==> config.mk <==
export PLATFORM = sky130hd
export DESIGN_NAME = alu_cmd_driver
export DESIGN_NICKNAME = d
export VERILOG_FILES = /design/src/rtl/alu_cmd_driver.sv
export SDC_FILE = /design/constraint.sdc
export NUM_CORES = 1
export LEC_CHECK = 0
export ABC_AREA = 1
export BUFFER_PORTS_ARGS = -buffer_cell sky130_fd_sc_hd__buf_2
export CAP_MARGIN = 20
export CELL_PAD_IN_SITES_DETAIL_PLACEMENT = 0
export CELL_PAD_IN_SITES_GLOBAL_PLACEMENT = 1
export CORE_MARGIN = 2
export CORE_UTILIZATION = 39
export DETAILED_ROUTE_END_ITERATION = 16
export HOLD_SLACK_MARGIN = 0.06
export PLACE_DENSITY = 0.83
export SLEW_MARGIN = 40
export SYNTH_ARGS = -nofsm -noshare
export SYNTH_HDL_FRONTEND = slang
export SYNTH_SLANG_ARGS = --single-unit
==> constraint.sdc <==
create_clock -name clk -period 2.8 [get_ports clk]
set_input_delay 0.14 -clock clk [delete_from_list [all_inputs] [get_ports clk]]
set_output_delay 0.14 -clock clk [all_outputs]
set_load 0.05 [all_outputs]
==> src/rtl/alu_cmd_driver.sv <==
// alu_cmd_driver
//   Initiator-side sequencer for the 2-bit, 8-op ALU (C,S,A,B -> F).
//   It accepts a command over valid/ready and drives the ALU inputs. It forces
//   a C/S transition, waits a settle window and then captures F. The captured
//   F is returned over valid/ready together with a comparison against an
//   internal golden model. Mismatches are counted in a saturating counter.
//
// Ports
//   clk, rst        rising-edge clock, asynchronous active-high reset
//   cmd_valid/ready command handshake (cmd_ready is high only in IDLE)
//   cmd_op          {C,S[1:0]} opcode
//   cmd_a, cmd_b    operands
//   alu_c/s/a/b     registered drive to the ALU
//   alu_f           ALU result (DW+1 bits)
//   rsp_valid/ready response handshake
//   rsp_f, rsp_op   captured F and the opcode that produced it
//   rsp_mismatch    captured F differed from the golden value
//   err_cnt         saturating mismatch count

module alu_cmd_driver #(
    parameter int unsigned DW     = 2,
    parameter int unsigned SETTLE = 1,
    parameter int unsigned CNTW   = 8
) (
    input  logic            clk,
    input  logic            rst,
    input  logic            cmd_valid,
    output logic            cmd_ready,
    input  logic [2:0]      cmd_op,
    input  logic [DW-1:0]   cmd_a,
    input  logic [DW-1:0]   cmd_b,
    output logic            alu_c,
    output logic [1:0]      alu_s,
    output logic [DW-1:0]   alu_a,
    output logic [DW-1:0]   alu_b,
    input  logic [DW:0]     alu_f,
    output logic            rsp_valid,
    input  logic            rsp_ready,
    output logic [DW:0]     rsp_f,
    output logic [2:0]      rsp_op,
    output logic            rsp_mismatch,
    output logic [CNTW-1:0] err_cnt
);

    localparam int unsigned FW = DW + 1;
    localparam int unsigned CW = (SETTLE > 1) ? $clog2(SETTLE) : 1;

    typedef enum logic [2:0] {
        S_IDLE  = 3'd0,
        S_SETUP = 3'd1,
        S_ISSUE = 3'd2,
        S_WAIT  = 3'd3,
        S_RESP  = 3'd4
    } state_t;

    state_t state, state_nxt;

    // Latched command and settle counter
    logic [2:0]    op_q,  op_nxt;
    logic [DW-1:0] a_q,   a_nxt;
    logic [DW-1:0] b_q,   b_nxt;
    logic [CW-1:0] cnt_q, cnt_nxt;

    // Next values of the registered outputs
    logic            cmd_ready_nxt;
    logic            alu_c_nxt;
    logic [1:0]      alu_s_nxt;
    logic [DW-1:0]   alu_a_nxt;
    logic [DW-1:0]   alu_b_nxt;
    logic            rsp_valid_nxt;
    logic [FW-1:0]   rsp_f_nxt;
    logic [2:0]      rsp_op_nxt;
    logic            rsp_mm_nxt;
    logic [CNTW-1:0] err_nxt;

    logic [FW-1:0]   gold_c;
    logic            mismatch_c;

    // Golden ALU model on the latched command; operands are zero-extended
    // and all arithmetic wraps modulo 2^FW.
    always_comb begin
        logic [FW-1:0] ax;
        logic [FW-1:0] bx;
        ax = FW'(a_q);
        bx = FW'(b_q);
        gold_c = '0;
        case (op_q)
            3'b000:  gold_c = ax;
            3'b001:  gold_c = ax & bx;
            3'b010:  gold_c = ax | bx;
            3'b011:  gold_c = ~ax;
            3'b100:  gold_c = ax + bx;
            3'b101:  gold_c = ax - bx;
            3'b110:  gold_c = ax + FW'(1);
            default: gold_c = ax - FW'(1);
        endcase
    end

    assign mismatch_c = (alu_f != gold_c);

    // State register
    always_ff @(posedge clk or posedge rst) begin
        if (rst) begin
            state <= S_IDLE;
        end else begin
            state <= state_nxt;
        end
    end

    // Next-state logic
    always_comb begin
        state_nxt = state;
        case (state)
            S_IDLE:  if (cmd_valid && cmd_ready) state_nxt = S_SETUP;
            S_SETUP: state_nxt = S_ISSUE;
            S_ISSUE: state_nxt = S_WAIT;
            S_WAIT:  if (cnt_q == '0) state_nxt = S_RESP;
            S_RESP:  if (rsp_valid && rsp_ready) state_nxt = S_IDLE;
            default: state_nxt = S_IDLE;
        endcase
    end

    // Output / datapath next-value logic; everything holds unless the state acts on it
    always_comb begin
        op_nxt     = op_q;
        a_nxt      = a_q;
        b_nxt      = b_q;
        cnt_nxt    = cnt_q;
        alu_c_nxt  = alu_c;
        alu_s_nxt  = alu_s;
        alu_a_nxt  = alu_a;
        alu_b_nxt  = alu_b;
        rsp_f_nxt  = rsp_f;
        rsp_op_nxt = rsp_op;
        rsp_mm_nxt = rsp_mismatch;
        err_nxt    = err_cnt;
        // cmd_ready/rsp_valid are registered images of the upcoming state
        cmd_ready_nxt = (state_nxt == S_IDLE);
        rsp_valid_nxt = (state_nxt == S_RESP);

        case (state)
            S_IDLE: begin
                if (cmd_valid && cmd_ready) begin
                    op_nxt = cmd_op;
                    a_nxt  = cmd_a;
                    b_nxt  = cmd_b;
                end
            end
            S_SETUP: begin
                // The ALU only re-evaluates on a C/S change. Drive the opcode
                // with S[0] flipped first so the ISSUE step always produces one.
                alu_a_nxt                = a_q;
                alu_b_nxt                = b_q;
                {alu_c_nxt, alu_s_nxt}   = op_q ^ 3'b001;
            end
            S_ISSUE: begin
                {alu_c_nxt, alu_s_nxt} = op_q;
                cnt_nxt                = CW'(SETTLE - 1);
            end
            S_WAIT: begin
                if (cnt_q == '0) begin
                    rsp_f_nxt  = alu_f;
                    rsp_op_nxt = op_q;
                    rsp_mm_nxt = mismatch_c;
                    // Saturating count: never wraps past all-ones
                    if (mismatch_c && (err_cnt != {CNTW{1'b1}})) begin
                        err_nxt = err_cnt + CNTW'(1);
                    end
                end else begin
                    cnt_nxt = cnt_q - CW'(1);
                end
            end
            default: ;
        endcase
    end

    // Datapath and output registers
    always_ff @(posedge clk or posedge rst) begin
        if (rst) begin
            op_q         <= '0;
            a_q          <= '0;
            b_q          <= '0;
            cnt_q        <= '0;
            cmd_ready    <= 1'b0;
            alu_c        <= 1'b0;
            alu_s        <= '0;
            alu_a        <= '0;
            alu_b        <= '0;
            rsp_valid    <= 1'b0;
            rsp_f        <= '0;
            rsp_op       <= '0;
            rsp_mismatch <= 1'b0;
            err_cnt      <= '0;
        end else begin
            op_q         <= op_nxt;
            a_q          <= a_nxt;
            b_q          <= b_nxt;
            cnt_q        <= cnt_nxt;
            cmd_ready    <= cmd_ready_nxt;
            alu_c        <= alu_c_nxt;
            alu_s        <= alu_s_nxt;
            alu_a        <= alu_a_nxt;
            alu_b        <= alu_b_nxt;
            rsp_valid    <= rsp_valid_nxt;
            rsp_f        <= rsp_f_nxt;
            rsp_op       <= rsp_op_nxt;
            rsp_mismatch <= rsp_mm_nxt;
            err_cnt      <= err_nxt;
        end
    end

endmodule

# Yosys cells after proc, flatten, opt, wreduce, memory -nomap -nowiden
# Cells that the tools add are included.
# W data, S select, Z words.
# word_totals
register_bits	35
input_bits	14
# classes
n_addsub	6
n_eq_ne	13
mux	8
n_bitwise	5
n_reduce_logical	12
# op_table
cell	n
$pmux W3 S7	1
$eq A3 B3 Y1 const B	5
$pmux W3 S5	1
$eq A3 B2 Y1 const B	4
$logic_not A3 Y1	3
$mux W3	3
$add A8 B1 Y8 const B	1
$ne A8 B8 Y1 const B	1
$eq A3 B1 Y1 const B	2
$pmux W2 S2	1
$reduce_and A2 Y1	2
$reduce_bool A2 Y1	2
$add A2 B1 Y3 const B	1
$add A2 B2 Y3	1
$logic_and A1 B1 Y1	3
$ne A3 B3 Y1	1
$not A2 Y3	1
$reduce_and A3 Y1	1
$sub A2 B1 Y3 const B	1
$sub A2 B2 Y3	1
$and A2 B2 Y2	1
$not A1 Y1	2
$or A2 B2 Y2	1
$pmux W1 S2	1
3 further kinds	3

# Depth between registers and ports, before layout
# logic_depth
ltp_word	5
ltp_mapped	15

# Worst setup path before layout
# OpenSTA, ideal clock, no wires.
# synth_timing
path_kind	reg-to-reg
start	reg b_q[0]
end	reg err_cnt[2]
arrival_time_ns	2.062
required_ns	2.680
path_slack_ns	0.619
path_stages_with_launch	15
path_buffers	0
path_cell_list	dfrtp_1 -> inv_1 -> ha_1 -> nand2_1 -> nand4_1 -> fa_1 -> or2_1 -> nand2_1 -> nand2_1 -> nand2_1 -> inv_2 -> nand2_4 -> nand3_4 -> nand2_1 -> nand2_1
# synth_between
elab_chain_cells	5
word_cells_on_any_way	8
classes_between	2 x add/sub; 1 x eq/ne; 1 x mux; 2 x bitwise; 2 x reduce/logical
# synth_lines
item	line	rtl
start: declaration	61	logic [DW-1:0] b_q, b_nxt;
start signal: assignment	197	b_q <= b_nxt;
$sub A2 B2 Y3 (tied with other cells)	93	3'b101: gold_c = ax - bx;
$pmux W3 S7 (*)	87	case (op_q)
$ne A3 B3 Y1 (*)	99	assign mismatch_c = (alu_f != gold_c);
$logic_and A1 B1 Y1 (*)	166	if (mismatch_c && (err_cnt != {CNTW{1'b1}})) begin
$reduce_and A3 Y1 (no line) (*)	-	
end signal: assignment	208	err_cnt <= err_nxt;
end: declaration	42	output logic [CNTW-1:0] err_cnt
# Mark *: on every way between the ends. The rest lies on a longest branch, timed or not.
# A chain may end at the register's enable or synchronous reset.

# Worst setup path after layout
# Ends and elaborated chain as after synthesis.

==> flow_summary.yaml <==
run_status:
  run_status: "complete, no violations"
synthesis:
  synthDominantAreaCellType: "dfrtp_1"
  ys_top_cells_by_area: "dfrtp_1 (49%), nand2_1 (13%), o21ai_0 (4.9%)"
  synth.top_cell.area_share_pct: 49.4
  asyncSetResetFlopFracSynth_pct: 100
  yosys_reg_bits: 34
  synth_compound_area_share_pct: 7.12
  synth.yosys.seq_area_share_pct: 49.4
  netlist-cell-type-count: 28
  synthesis.yosys.warnings: 0
  synthTopCellsByCount: "nand2_1 (60), dfrtp_1 (34), inv_1 (19)"
  synthMuxAreaShare_pct: 0
  synthCells: 207
  ys_dominant_reg_cell: "dfrtp_1"
  synth_enable_flop_cells: 0
  synthMostInstantiatedCell: "nand2_1"
  mappedNetlistArea_um2: 1720
  combinational_family_with_the_most_area_after_synthesis: "simple AND/OR/NAND/NOR gates"
  synth_adder_area_share_pct: 3.34
  synthXorXnorAreaFrac_pct: 3.05
  syn-num-nets: 225
  synth-simple-area-share_pct: 30.5
  syn-mean-instance-area_um2: 8.32
clock_tree:
  tritoncts: "built"
  clk_transition_reported_paths_ns: 0.08
  clock-sinks: 34
  postCtsHoldBufs: 3
  tritoncts.num_buffers: 5
  ctsLongestPathBuffers: 2
  post_cts.repair.setup_buffers: 0
  clk_latency_ns: 0.29
  cts_resized: 0
  cts.root.buffer_cell: "clkbuf_8"
  clock_tree.htree_level_count: 2
setup_path:
  critical_path_required_ns: 2.98
  worst_ep_arrival_time_ns: 2.52
  worstSetupPathType: "flop to flop"
  crit_start_category: "flop"
  crit_path_capture_type: "flop"
  path_max_fanout: 10
die:
  fp.dieH_um: 70.4
  design.core.area_um2: 4290
  pin_count: 38
  placementRows: 24
  floorplan.die_area_um2: 4960
  initial_core_utilization_pct: 40.1
  horiz_die_dim_um: 70.4
route:
  routed_via_density: 4.75
  dr_total_vias: 1445
  drtIter0Drc: 88
  drt_pass1_iterations: 5
  final_routed_wirelength_across_all_metal_layers_um: 3570
  drcViolationCount: 0
  route.detailed.wl_per_inst_um: 11.8
  drtAntennaViolNets: 0
finish:
  final_nets: 269
  final_layout_size_suffix_gt1_share_pct: 23.8
  area.growth.synth_to_final_pct: 22.2
  num_antenna_cells: 0
sta:
  layout_min_cycle_time_ns: 2.34
  fmax_mhz: 426
  max_slew_margin_pct: 71.5
  setup-violations-final: 0
  clock_skew_ns: 0.00742
  max_slew.worst_pin.slew_ns: 0.428
  maxSlewViolCount: 0
  fin_crit_sh_pct: 83.7
  worst_case_hold_slack_ns: 0.0702
  grt_setup_unrepaired: "no"
  setup_total_negative_slack_ns: 0
  timing.final.hold_violations: 0
hold_path:
  hold_path.class: "input pin to flop"
global_routing:
  grt_util_all_layers_pct: 15.4
  antenna_found_initial: 0
  first_global_vias: 1388
  grt_ovf: 0
  grt_first_pass_wirelength_um: 6070
  largest_net_degree_at_the_start_of_global_routing: 35
place:
  routability_driven_placement_congestion_ratio: 0.788
  dp_hpwl_um: 2620
  port_buffers: 37
pwr:
  powerDensity_nw_per_um2: 1280
  max-vdd-ir-drop_mv: 0.549
  p_leak_nw: 1.10
run:
  max-cap-violations: 0
sequential cells by signal (all words and copies together) (netlist names):
name / cells
rsp_f: 3
rsp_valid: 1
alu_s: 2
cmd_ready: 1
err_cnt: 8
a_q: 2
op_q: 3
state: 3
rsp_mismatch: 1
alu_a: 2
alu_c: 1
alu_b: 2
rsp_op: 3
b_q: 2
final cells by class:
type                    instances  area [um2]
multi-input cells             146         757
fillers                       429        2190
clock inverters                 3        45.0
flip-flops and latches         34         851
inverters                      21        78.8
clock buffers                   5        68.8
repair buffers                 43         238
well taps                      52        65.1
worst max-delay path, stage by stage, from the launching register on:
cell	delay (ns)
dfrtp_1	0.40
inv_1	0.13
ha_1	0.24
nand2_1	0.06
nand4_1	0.12
fa_1	0.45
or2_1	0.24
nand2_1	0.07
nand2_1	0.04
nand2_1	0.06
inv_2	0.04
nand2_4	0.12
nand3_4	0.12
nand2_1	0.08
nand2_1	0.06
where the power goes:
part	switching [W]	total [W]	internal [W]
Combinational	0.000997	0.00138	0.000379
Sequential	0.000169	0.000859	0.000690
Clock	0.000190	0.000454	0.000265
final timing paths:
path,cells after the start,to,slack [ns],start
setup / recovery,14,err_cnt[2],0.46,b_q[0]
hold / removal,3,op_q[0],0.07,cmd_op[0]
setup reg to reg,14,err_cnt[2],0.46,b_q[0]
hold reg to reg,2,rsp_mismatch,0.48,rsp_mismatch
max in group asynchronous,4,op_q[2],2.00,rst
min in group asynchronous,4,rsp_op[2],0.49,rst
kinds of logic after synthesis:
kind of cell,count (synthesis)
compound gates,24
simple gates,112
buf+inv,27
flops,34
xor+xnor,6
fa+ha+maj,4
placed cells by master (no fill, tap or decap), types with 4 or more instances in the layout:
master,netlist,layout
buf_2,1,37
clkbuf_8,0,5
inv_1,19,19
nor2_1,16,16
nand2_1,60,60
nand4_1,11,11
dfrtp_1,34,34
o21ai_0,17,17
nor3_1,4,4
nand3_1,9,9
per-layer routing:
metal	track usage [%]	share of wire, %	vias to the layer above
met3	4.18	4.3	4
li1	-	-	759
met5	0	0	-
met2	24.2	46	33
met1	20.6	49	649
met4	5.13	0.73	0
through the flow:
stage / worst slack [ns] / util (%) / instance area (um2) / cells / power (W)
floorplan: 0.619 / - / 1720 / 207 / 0.00197
global placement: 0.452 / 45.6 / 1960 / 293 / 0.00224
detailed placement: 0.438 / 45.6 / 1960 / 293 / 0.00226
CTS: 0.425 / 49.0 / 2100 / 304 / 0.00273
global route: 0.276 / 49.0 / 2100 / 304 / 0.00292
finish: 0.455 / 49.0 / 2100 / 304 / 0.00269
No activity file was read; power rests on OpenSTA's default activity.
